**src/rtl/pcpi_nibble_bridge_if.sv**
```systemverilog
// Pin-side nibble strobes, PCPI request/response and result handshake signals
// grouped for the pcpi_nibble_bridge.
interface pcpi_nibble_bridge_if;
  logic        seg_valid;
  logic [3:0]  seg_data;
  logic        seg_ack;
  logic        pcpi_valid;
  logic [31:0] pcpi_insn;
  logic        pcpi_ready;
  logic        pcpi_wr;
  logic [31:0] pcpi_rd;
  logic        pcpi_wait;
  logic        res_valid;
  logic [3:0]  res_nibble;
  logic        res_ack;
  logic        done;
  logic        err;
  logic        busy;

  modport master (
    input  seg_valid, seg_data, pcpi_ready, pcpi_wr, pcpi_rd, pcpi_wait, res_ack,
    output seg_ack, pcpi_valid, pcpi_insn, res_valid, res_nibble, done, err, busy
  );

  modport slave (
    output seg_valid, seg_data, pcpi_ready, pcpi_wr, pcpi_rd, pcpi_wait, res_ack,
    input  seg_ack, pcpi_valid, pcpi_insn, res_valid, res_nibble, done, err, busy
  );
endinterface

```
**src/rtl/pcpi_nibble_bridge.sv**
```systemverilog
// Assembles a 32-bit PCPI instruction from eight edge-qualified pin nibbles,
// issues it with a timeout, and streams the coprocessor result back out as nibbles.
module pcpi_nibble_bridge #(
  parameter int TIMEOUT = 64,
  parameter int TO_W    = 7
) (
  input logic                  clk,
  input logic                  rst,
  pcpi_nibble_bridge_if.master bus
);
  typedef enum logic [1:0] {LOAD, ISSUE, SEND} state_e;

  localparam logic [TO_W-1:0] TO_LAST = TO_W'(TIMEOUT - 1);

  state_e          state_q, state_d;
  logic [2:0]      nib_cnt_q, nib_cnt_d;
  logic [2:0]      snd_cnt_q, snd_cnt_d;
  logic [TO_W-1:0] to_cnt_q, to_cnt_d;
  logic            seg_prev_q, seg_prev_d;
  logic            seg_ack_q, seg_ack_d;
  logic            pcpi_valid_q, pcpi_valid_d;
  logic [31:0]     insn_q, insn_d;
  logic [31:0]     result_q, result_d;
  logic            done_q, done_d;
  logic            err_q, err_d;
  logic            acc;
  logic            in_send;

  // Only a 0->1 transition of the strobe while loading counts as a new nibble.
  assign acc     = bus.seg_valid && !seg_prev_q && (state_q == LOAD);
  assign in_send = (state_q == SEND);

  always_comb begin
    state_d      = state_q;
    nib_cnt_d    = nib_cnt_q;
    snd_cnt_d    = snd_cnt_q;
    to_cnt_d     = to_cnt_q;
    seg_prev_d   = bus.seg_valid;
    seg_ack_d    = 1'b0;
    pcpi_valid_d = pcpi_valid_q;
    insn_d       = insn_q;
    result_d     = result_q;
    done_d       = 1'b0;
    err_d        = err_q;
    case (state_q)
      LOAD: begin
        if (acc) begin
          insn_d[{nib_cnt_q, 2'b00} +: 4] = bus.seg_data;
          nib_cnt_d = nib_cnt_q + 3'd1;
          seg_ack_d = 1'b1;
          if (nib_cnt_q == 3'd0) err_d = 1'b0;
          if (nib_cnt_q == 3'd7) begin
            pcpi_valid_d = 1'b1;
            to_cnt_d     = '0;
            state_d      = ISSUE;
          end
        end
      end
      ISSUE: begin
        if (bus.pcpi_ready) begin
          pcpi_valid_d = 1'b0;
          if (bus.pcpi_wr) begin
            result_d  = bus.pcpi_rd;
            snd_cnt_d = 3'd0;
            state_d   = SEND;
          end else begin
            done_d  = 1'b1;
            state_d = LOAD;
          end
        end else if (!bus.pcpi_wait) begin
          // The increment that would reach TIMEOUT aborts instead.
          if (to_cnt_q == TO_LAST) begin
            pcpi_valid_d = 1'b0;
            err_d        = 1'b1;
            done_d       = 1'b1;
            state_d      = LOAD;
          end else begin
            to_cnt_d = to_cnt_q + TO_W'(1);
          end
        end
      end
      SEND: begin
        if (bus.res_ack) begin
          snd_cnt_d = snd_cnt_q + 3'd1;
          if (snd_cnt_q == 3'd7) begin
            done_d  = 1'b1;
            state_d = LOAD;
          end
        end
      end
      default: state_d = LOAD;
    endcase
  end

  always_ff @(posedge clk) begin
    if (rst) begin
      state_q      <= LOAD;
      nib_cnt_q    <= 3'd0;
      snd_cnt_q    <= 3'd0;
      to_cnt_q     <= '0;
      seg_prev_q   <= 1'b0;
      seg_ack_q    <= 1'b0;
      pcpi_valid_q <= 1'b0;
      insn_q       <= 32'd0;
      result_q     <= 32'd0;
      done_q       <= 1'b0;
      err_q        <= 1'b0;
    end else begin
      state_q      <= state_d;
      nib_cnt_q    <= nib_cnt_d;
      snd_cnt_q    <= snd_cnt_d;
      to_cnt_q     <= to_cnt_d;
      seg_prev_q   <= seg_prev_d;
      seg_ack_q    <= seg_ack_d;
      pcpi_valid_q <= pcpi_valid_d;
      insn_q       <= insn_d;
      result_q     <= result_d;
      done_q       <= done_d;
      err_q        <= err_d;
    end
  end

  assign bus.seg_ack    = seg_ack_q;
  assign bus.pcpi_valid = pcpi_valid_q;
  assign bus.pcpi_insn  = insn_q;
  assign bus.res_valid  = in_send;
  assign bus.res_nibble = in_send ? result_q[{snd_cnt_q, 2'b00} +: 4] : 4'd0;
  assign bus.done       = done_q;
  assign bus.err        = err_q;
  assign bus.busy       = (state_q != LOAD) || (nib_cnt_q != 3'd0);
endmodule

```
**src/flat_wrapper.sv**
```systemverilog
// flat-port wrapper written by rule: the top's interface ports become plain ports
module pcpi_nibble_bridge_flat 
#(
  parameter int TIMEOUT = 64,
  parameter int TO_W    = 7
)
  (clk, rst, bus_seg_valid, bus_seg_data, bus_pcpi_ready, bus_pcpi_wr, bus_pcpi_rd, bus_pcpi_wait, bus_res_ack, bus_seg_ack, bus_pcpi_valid, bus_pcpi_insn, bus_res_valid, bus_res_nibble, bus_done, bus_err, bus_busy);
  pcpi_nibble_bridge_if bus_i ();
  input logic clk;
  input logic rst;
  input wire logic [$bits(bus_i.seg_valid)-1:0] bus_seg_valid;
  input wire logic [$bits(bus_i.seg_data)-1:0] bus_seg_data;
  input wire logic [$bits(bus_i.pcpi_ready)-1:0] bus_pcpi_ready;
  input wire logic [$bits(bus_i.pcpi_wr)-1:0] bus_pcpi_wr;
  input wire logic [$bits(bus_i.pcpi_rd)-1:0] bus_pcpi_rd;
  input wire logic [$bits(bus_i.pcpi_wait)-1:0] bus_pcpi_wait;
  input wire logic [$bits(bus_i.res_ack)-1:0] bus_res_ack;
  output wire logic [$bits(bus_i.seg_ack)-1:0] bus_seg_ack;
  output wire logic [$bits(bus_i.pcpi_valid)-1:0] bus_pcpi_valid;
  output wire logic [$bits(bus_i.pcpi_insn)-1:0] bus_pcpi_insn;
  output wire logic [$bits(bus_i.res_valid)-1:0] bus_res_valid;
  output wire logic [$bits(bus_i.res_nibble)-1:0] bus_res_nibble;
  output wire logic [$bits(bus_i.done)-1:0] bus_done;
  output wire logic [$bits(bus_i.err)-1:0] bus_err;
  output wire logic [$bits(bus_i.busy)-1:0] bus_busy;
  assign bus_i.seg_valid = bus_seg_valid;
  assign bus_i.seg_data = bus_seg_data;
  assign bus_i.pcpi_ready = bus_pcpi_ready;
  assign bus_i.pcpi_wr = bus_pcpi_wr;
  assign bus_i.pcpi_rd = bus_pcpi_rd;
  assign bus_i.pcpi_wait = bus_pcpi_wait;
  assign bus_i.res_ack = bus_res_ack;
  assign bus_seg_ack = bus_i.seg_ack;
  assign bus_pcpi_valid = bus_i.pcpi_valid;
  assign bus_pcpi_insn = bus_i.pcpi_insn;
  assign bus_res_valid = bus_i.res_valid;
  assign bus_res_nibble = bus_i.res_nibble;
  assign bus_done = bus_i.done;
  assign bus_err = bus_i.err;
  assign bus_busy = bus_i.busy;
  pcpi_nibble_bridge #(.TIMEOUT(TIMEOUT), .TO_W(TO_W)) u_core (.clk(clk), .rst(rst), .bus(bus_i));
endmodule
```
**config.mk**
```make
export PLATFORM = sky130hd
export DESIGN_NAME = pcpi_nibble_bridge_flat
export DESIGN_NICKNAME = d
export VERILOG_FILES = /design/src/rtl/pcpi_nibble_bridge_if.sv /design/src/rtl/pcpi_nibble_bridge.sv /design/src/flat_wrapper.sv
export SDC_FILE = /design/constraint.sdc
export NUM_CORES = 1
export LEC_CHECK = 0
export ABC_AREA = 1
export ABC_CLOCK_PERIOD_IN_PS = 2800
export CAP_MARGIN = 40
export CORE_MARGIN = 2
export CORE_UTILIZATION = 51
export DETAILED_ROUTE_END_ITERATION = 10
export GPL_ROUTABILITY_DRIVEN = 0
export PLACE_DENSITY_LB_ADDON = 0.1
export SLEW_MARGIN = 0
export SYNTH_ARGS = -nofsm -noshare
export SYNTH_HDL_FRONTEND = slang
export SYNTH_SLANG_ARGS = --single-unit
```
**constraint.sdc**
```tcl
create_clock -name clk -period 2.8 [get_ports clk]
set_clock_uncertainty 0.2 [all_clocks]
set_input_delay 0.42 -clock clk [delete_from_list [all_inputs] [get_ports clk]]
set_output_delay 0.42 -clock clk [all_outputs]
set_load 0.005 [all_outputs]
```
==> results.md, run 1 <==
* Critical path depth in cells at 7
* Vias/cell at 5.06
* RSZ-0062 raised after global routing: no
* Syn Nets at 612
* CP max-delay cell: clkdlybuf4s50_1
* Post-Synthesis Cells at 558
* Ratio of cells with drive above 1 in the final layout at 8.27%
* Sequential share of the synthesized area at 42.2%
* Crit path DAT at 2.03 ns
* Port Buffer Count at 84
* Final period utilization at 94.5%
* CP cell instances: buf_6, inv_1, a21oi_1, o21ai_0, nand3_1, and3_1, clkdlybuf4s50_1
* Largest net degree at the start of global routing at 58
* Detailed Routing Iterations Pass 1 at 4
* Via count at 3760
* Leakage power at 1.94 nW
* Global-route wire length before repair at 16.3 mm
* R2R Setup Slk at 0.43 ns
* CTS root buf: clkbuf_8
* Yosys top cell area share at 42.2%
* Final-layout fill cell count at 690
* Clock transition at path regs at 0.08 ns
* RR Endpoint: u_core.bus.pcpi_insn[0]$_SDFFE_PP0P_
* Final hold vios at 0
* DR DRC count at 0
* Top cells by count, synth: nand2_1, dfxtp_1, a21oi_1
* Critical path origin: u_core.snd_cnt_q[0]$_SDFFE_PP0P_
* Async set or reset register ratio after synthesis at 0%
* # IOs at 85
* Die ar. at 8540 um^2
* Setup Crit Path Kind: reg -> out
* Post-synthesis cell type count at 29
* WL/cell at 13.1 um
* Syn Area/Cell at 7.15 um^2
* Initial antenna violation count at 0
* Area Overhead vs Synth at 27.7%
* Status: completed
* Final HPWL DP at 7.04 mm
* Critical Path End Type: output port
* Setup-failing EPs final at 0
* Primary FF master, synth: dfxtp_1
* Fin cells at 743
* Total congestion overflow at 0
* CTS tree: yes
* Synth area leaders: dfxtp_1, nand2_1, a21oi_1
* Maximum vdd drop at 0.286 mV
* Starting Density at 52.2%
* Post-Route WL at 9.73 mm
* Crit path max fanout at 27
* Hold Path Class: reg -> reg
* Area of the core at 7650 um^2
* Yosys warning count at 0
* EDFF count, synth at 0
* Fmax achieved at 378 MHz
* Setup TNS at 0 ns
* R2R Path Start: u_core.nib_cnt_q[0]$_SDFFE_PP0P_
* Worst slew pin tran at 0.530 ns
* Nature of the critical path startpoint: register
* Number of global-route vias before repair at 3520
* Num rows at 32
* Area leader, netlist: dfxtp_1
* Leading cell type by number of instances after synthesis: nand2_1
* R2R depth at 9
* Worst endpoint required time at 2.18 ns
* #FFs+latches synth at 84
* # nets final at 690
* H-tree depth at 3
* Clock sink count at 84
* Fin crit period at 2.65 ns
* Placed Cells at 727
* Max_cap viols at 0
* Buffers & Inverters on Critical Path at 3
* Die width at 92.4 um
* Top delay family on crit path: buffers and inverters
* Slew Limit Fails at 0
* Diodes inserted at 0
* Critical path's largest stage delay at 0.49 ns
* Die Y at 92.4 um
* Slew margin rel. at 64.6%
* Clk buf depth at 2
* Worst Setup EP: bus_res_nibble[0]
* Routed Antenna Nets at 0
* Pwr dens at 531 nW/um^2
* Clock latency at the later pin of the worst-skew pair at 0.35 ns
* Total GRT Usage at 23.5%
* 1st-iter DRT viols at 171
* CTS Buf Count at 9
* Hold Buf Count CTS at 0
* Mapped Area at 3990 um^2
==> layout by cell type (no fill, tap or decap), drive strengths merged, types with 3 or more instances in the layout <==
master,count
nand3,52
nor3,3
nand2,112
o21ai,46
clkdlybuf4s50,84
inv,59
buf,8
ha,11
and3,4
dfxtp,84
a21oi,73
o211ai,4
nor2,76
clkbuf,10
nand4,6
==> metrics by stage <==
step                hold slack, ns  utilization, %  power (mW)  cell area (um^2)  worst slack [ns]
floorplan                    0.229               -        1.71              3990             0.659
global placement             0.233            64.2        1.91              4910             0.519
detailed placement           0.238            64.2        1.92              4910             0.421
CTS                          0.250            66.6        2.73              5090            0.0942
global route                 0.276            66.6        2.84              5090            0.0314
finish                       0.248            66.6        2.70              5090             0.154
==> how the worst min path moves through the flow <==
stage	from	endpoint	slack, ns	depth (start not counted)
after floorplan	u_core.result_q[30]$_SDFFE_PP0N_	u_core.result_q[30]$_SDFFE_PP0N_	0.23	2
after global placement	u_core.bus.pcpi_valid$_SDFFE_PP0P_	u_core.bus.pcpi_valid$_SDFFE_PP0P_	0.23	2
after detailed placement	u_core.bus.pcpi_valid$_SDFFE_PP0P_	u_core.bus.pcpi_valid$_SDFFE_PP0P_	0.24	2
after CTS	u_core.bus.pcpi_valid$_SDFFE_PP0P_	u_core.bus.pcpi_valid$_SDFFE_PP0P_	0.25	2
after global routing	u_core.bus.pcpi_valid$_SDFFE_PP0P_	u_core.bus.pcpi_valid$_SDFFE_PP0P_	0.28	2
final	u_core.bus.pcpi_valid$_SDFFE_PP0P_	u_core.bus.pcpi_valid$_SDFFE_PP0P_	0.25	2
==> flip-flops by register name, summed over array words and instances (netlist names) <==
| signal | cells |
|---|---|
| u_core.bus.pcpi_insn | 32 |
| u_core.seg_prev_q | 1 |
| u_core.snd_cnt_q | 3 |
| u_core.result_q | 32 |
| u_core.nib_cnt_q | 3 |
| u_core.bus.seg_ack | 1 |
| u_core.to_cnt_q | 7 |
| u_core.state_q | 2 |
| u_core.bus.done | 1 |
| u_core.bus.err | 1 |
| u_core.bus.pcpi_valid | 1 |
==> per-layer routing <==
layer / up-vias / global-route usage (%) / share of wire (%)
li1: 1977 / - / -
met1: 1679 / 32.1 / 48
met2: 94 / 36.3 / 44
met3: 10 / 6.75 / 6.8
met4: 0 / 6.22 / 1.0
met5: - / 0 / 0
==> power breakdown <==
group	internal, mW	total, mW	switching [mW]
Clock	0.353	0.809	0.456
Combinational	0.245	0.626	0.381
Sequential	1.24	1.27	0.0274
Total	1.84	2.70	0.864
==> repair_timing <==
item / in CTS / in global routing
setup endpoints to repair: 0 / 3
buffers inserted: 0 / 0
resized for setup: 0 / 1
==> layout make-up <==
| class | instances | area, um^2 | area share (%) |
|---|---|---|---|
| Clock buffer | 10 | 138 | 2.70 |
| Clock inverter | 6 | 46.3 | 0.909 |
| Inverter | 57 | 214 | 4.20 |
| Multi-Input combinational cell | 392 | 1980 | 38.9 |
| Sequential cell | 84 | 1680 | 33.0 |
| Tap cell | 102 | 128 | 2.50 |
| Timing Repair Buffer | 92 | 905 | 17.8 |
==> worst register-to-register path: stages, from the launching register on <==
cell and delay, ns:
dfxtp_1 0.48, inv_2 0.13, ha_1 0.24, ha_1 0.42
nor2_1 0.15, nand2_1 0.06, nor2_1 0.24, nand2_1 0.13
o21ai_0 0.18, nor2_1 0.06
==> cells by family (layout without fill, tap and decap cells) <==
| family | Yosys count | in the layout | synth area share (%) |
|---|---|---|---|
| buf+inv | 82 | 165 | 8.12 |
| simple gates | 256 | 256 | 30.2 |
| compound gates | 125 | 125 | 16.0 |
| flops | 84 | 84 | 42.2 |
| fa+ha+maj | 11 | 11 | 3.45 |
(Power assumes the default switching activity.)
==> inputs of run 2 (changes only) <==
--- a/config.mk
+++ b/config.mk
@@ -11,7 +11,6 @@
 export CORE_MARGIN = 2
 export CORE_UTILIZATION = 51
 export DETAILED_ROUTE_END_ITERATION = 10
-export GPL_ROUTABILITY_DRIVEN = 0
 export PLACE_DENSITY_LB_ADDON = 0.1
 export SLEW_MARGIN = 0
 export SYNTH_ARGS = -nofsm -noshare
==> results of run 2 <==
Final layout, timing and power as in run 1 (identical DEF).
==> inputs of run 3 (changes only) <==
--- a/config.mk
+++ b/config.mk
@@ -6,10 +6,11 @@
 export NUM_CORES = 1
 export LEC_CHECK = 0
 export ABC_AREA = 1
-export ABC_CLOCK_PERIOD_IN_PS = 2800
+export ABC_CLOCK_PERIOD_IN_PS = 2500
 export CAP_MARGIN = 40
 export CORE_MARGIN = 2
 export CORE_UTILIZATION = 51
+export CTS_CLUSTER_SIZE = 28
 export DETAILED_ROUTE_END_ITERATION = 10
 export PLACE_DENSITY_LB_ADDON = 0.1
 export SLEW_MARGIN = 0
==> constraint.sdc (replaced) <==
create_clock -name clk -period 2.5 [get_ports clk]
set_clock_uncertainty 0.2 [all_clocks]
set_input_delay 0.375 -clock clk [delete_from_list [all_inputs] [get_ports clk]]
set_output_delay 0.375 -clock clk [all_outputs]
set_load 0.005 [all_outputs]
==> run 3 against run 2 <==
Net effect:
- combinational power rose by 16%
- critical path type unchanged
- clock power grew 25%
- via count rose by 2.2%
- total power is 17% higher
- final area up 3.1%
- worst setup slack got worse by 0.059 ns
- sequential share of layout area is 0.89 points lower
- largest power group unchanged
- first-iteration DRC count grew 32%
- register-to-register slack worse by 0.13 ns
- hold slack improved by 0.0091 ns
- largest cell class unchanged
- global-route usage up 0.52 points
==> results.md, run 3 (synthesis gave the netlist of run 1 again) <==
* H-tree depth at 3
* Die Y at 92.4 um
* Post-Route WL at 9.98 mm
* # nets final at 700
* Placed inst area at 4960 um^2
* Commonest non-fill, non-tap cell in the layout: nand2_1
* WL/cell at 13.3 um
* Min-delay src: u_core.result_q[23]$_SDFFE_PP0N_
* Routed Antenna Nets at 0
* CTS Buf Count at 9
* Post-layout instance area at 5250 um^2
* CP max-delay cell: clkdlybuf4s50_1
* Slew Limit Fails at 0
* Hold slack at 0.257 ns
* Max_cap viols at 0
* Final Power at 3.16 mW
* 1st-iter DRT viols at 226
* Final period utilization at 96.2%
* Hold Buf Count CTS at 0
* Worst endpoint required time at 1.92 ns
* Critical path's largest stage delay at 0.50 ns
* Final GP Congestion at 0.882
* Setup TNS at 0 ns
* Total GRT Usage at 24.0%
* CTS tree: yes
* Fmax achieved at 416 MHz
* Area of the core at 7650 um^2
* Clock latency at the later pin of the worst-skew pair at 0.35 ns
* DR DRC count at 0
* Final hold vios at 0
* # IOs at 85
* Clock sink count at 84
* Detailed Routing Iterations Pass 1 at 4
* R2R Path Start: u_core.nib_cnt_q[0]$_SDFFE_PP0P_
* Critical path origin: u_core.nib_cnt_q[0]$_SDFFE_PP0P_
* Hold Path Class: reg -> reg
* Vias/cell at 5.10
* Final-layout fill cell count at 653
* Status: completed
* Maximum vdd drop at 0.356 mV
* Area Overhead vs Synth at 31.7%
* Critical Path End Type: output port
* Slew margin rel. at 70.1%
* Fin crit period at 2.40 ns
* CTS root buf: clkbuf_8
* Pwr dens at 602 nW/um^2
* R2R Setup Slk at 0.30 ns
* Port Buffer Count at 84
* Nature of the critical path startpoint: register
* Final HPWL DP at 6.99 mm
* Total congestion overflow at 0
* Crit path max fanout at 6
* Leakage power at 2.05 nW
* Number of global-route vias before repair at 3629
* Setup Crit Path Kind: reg -> out
* Largest net degree at the start of global routing at 58
* Initial antenna violation count at 0
* Starting Density at 52.2%
* Die width at 92.4 um
* Ratio of cells with drive above 1 in the final layout at 10.1%
* Clock transition at path regs at 0.08 ns
* Diodes inserted at 0
* Via count at 3844
* Setup-failing EPs final at 0
* Num rows at 32
* Commonest non-fill, non-tap cells in the layout: nand2_1, dfxtp_1, clkdlybuf4s50_1
* RSZ-0062 raised after global routing: no
* CP cell instances: inv_2, ha_1, ha_1, nand2_1, clkdlybuf4s50_1
* Die ar. at 8540 um^2
* Global-route wire length before repair at 16.4 mm
* Most used cell along the critical path: ha_1
* Clk buf depth at 2
* Crit path DAT at 1.83 ns
* Worst slew pin tran at 0.449 ns
[run 3: cell count changes in the layout (fill, tap and decap cells not counted), sizes merged, moves of 3 or more]
cell           before  now
buf                 8   16
clkdlybuf4s50      84   80
inv                59   56
dlygate4sd2         0    4
[run 3: metal layers]
layer | track usage [%] | vias to the layer above | share of wire, % | routed length (um)
li1 | - | 2001 | - | -
met1 | 31.9 | 1743 | 48 | 4780
met2 | 38.3 | 90 | 45 | 4510
met3 | 4.96 | 10 | 5.7 | 565
met4 | 9.08 | 0 | 1.3 | 131
met5 | 0 | - | 0 | 0
[run 3: timing repair]
action	4_1_cts	5_1_grt
pin swaps	0	0
resized for setup	12	1
cloned	1	0
endpoints found under the setup margin	5	1
hold endpoints to repair	0	0
buffers inserted	5	0
[run 3: where the power goes]
part / internal, mW / leakage (nW) / switching [mW]
Sequential: 1.39 / 0.680 / 0.0326
Clock: 0.518 / 0.106 / 0.492
Combinational: 0.292 / 1.26 / 0.432
[run 3: per-stage QoR]
stage	utilization (%)	cells	setup WS, ns
floorplan	-	558	0.359
global placement	64.9	731	0.286
detailed placement	64.9	731	0.186
CTS	68.6	753	0.0426
global route	68.7	753	0.0245
finish	68.7	753	0.0952
[run 3: critical path: cells and delay by family (launching register included)]
kind | cells | cell delay [ns]
and+or+nand+nor | 1 | 0.08
buffers and inverters | 2 | 0.58
adders and majority gates | 2 | 0.42
DFF | 1 | 0.40
[run 3: final timing paths]
| check | endpoint | cells after the start |
|---|---|---|
| max | bus_busy | 5 |
| min | u_core.result_q[23]$_SDFFE_PP0N_ | 2 |
| max reg2reg | u_core.bus.pcpi_insn[27]$_SDFFE_PP0P_ | 9 |
| min reg2reg | u_core.result_q[23]$_SDFFE_PP0N_ | 2 |
[run 3: cell type report]
cell class	instances	area, um^2	area share [%]
inverter	57	218	4.15
multi-input combinational	392	1980	37.8
sequential	84	1690	32.1
tap	102	128	2.43
timing repair buffer	102	1020	19.5
clock buffer	11	151	2.88
clock inverter	5	60.1	1.14
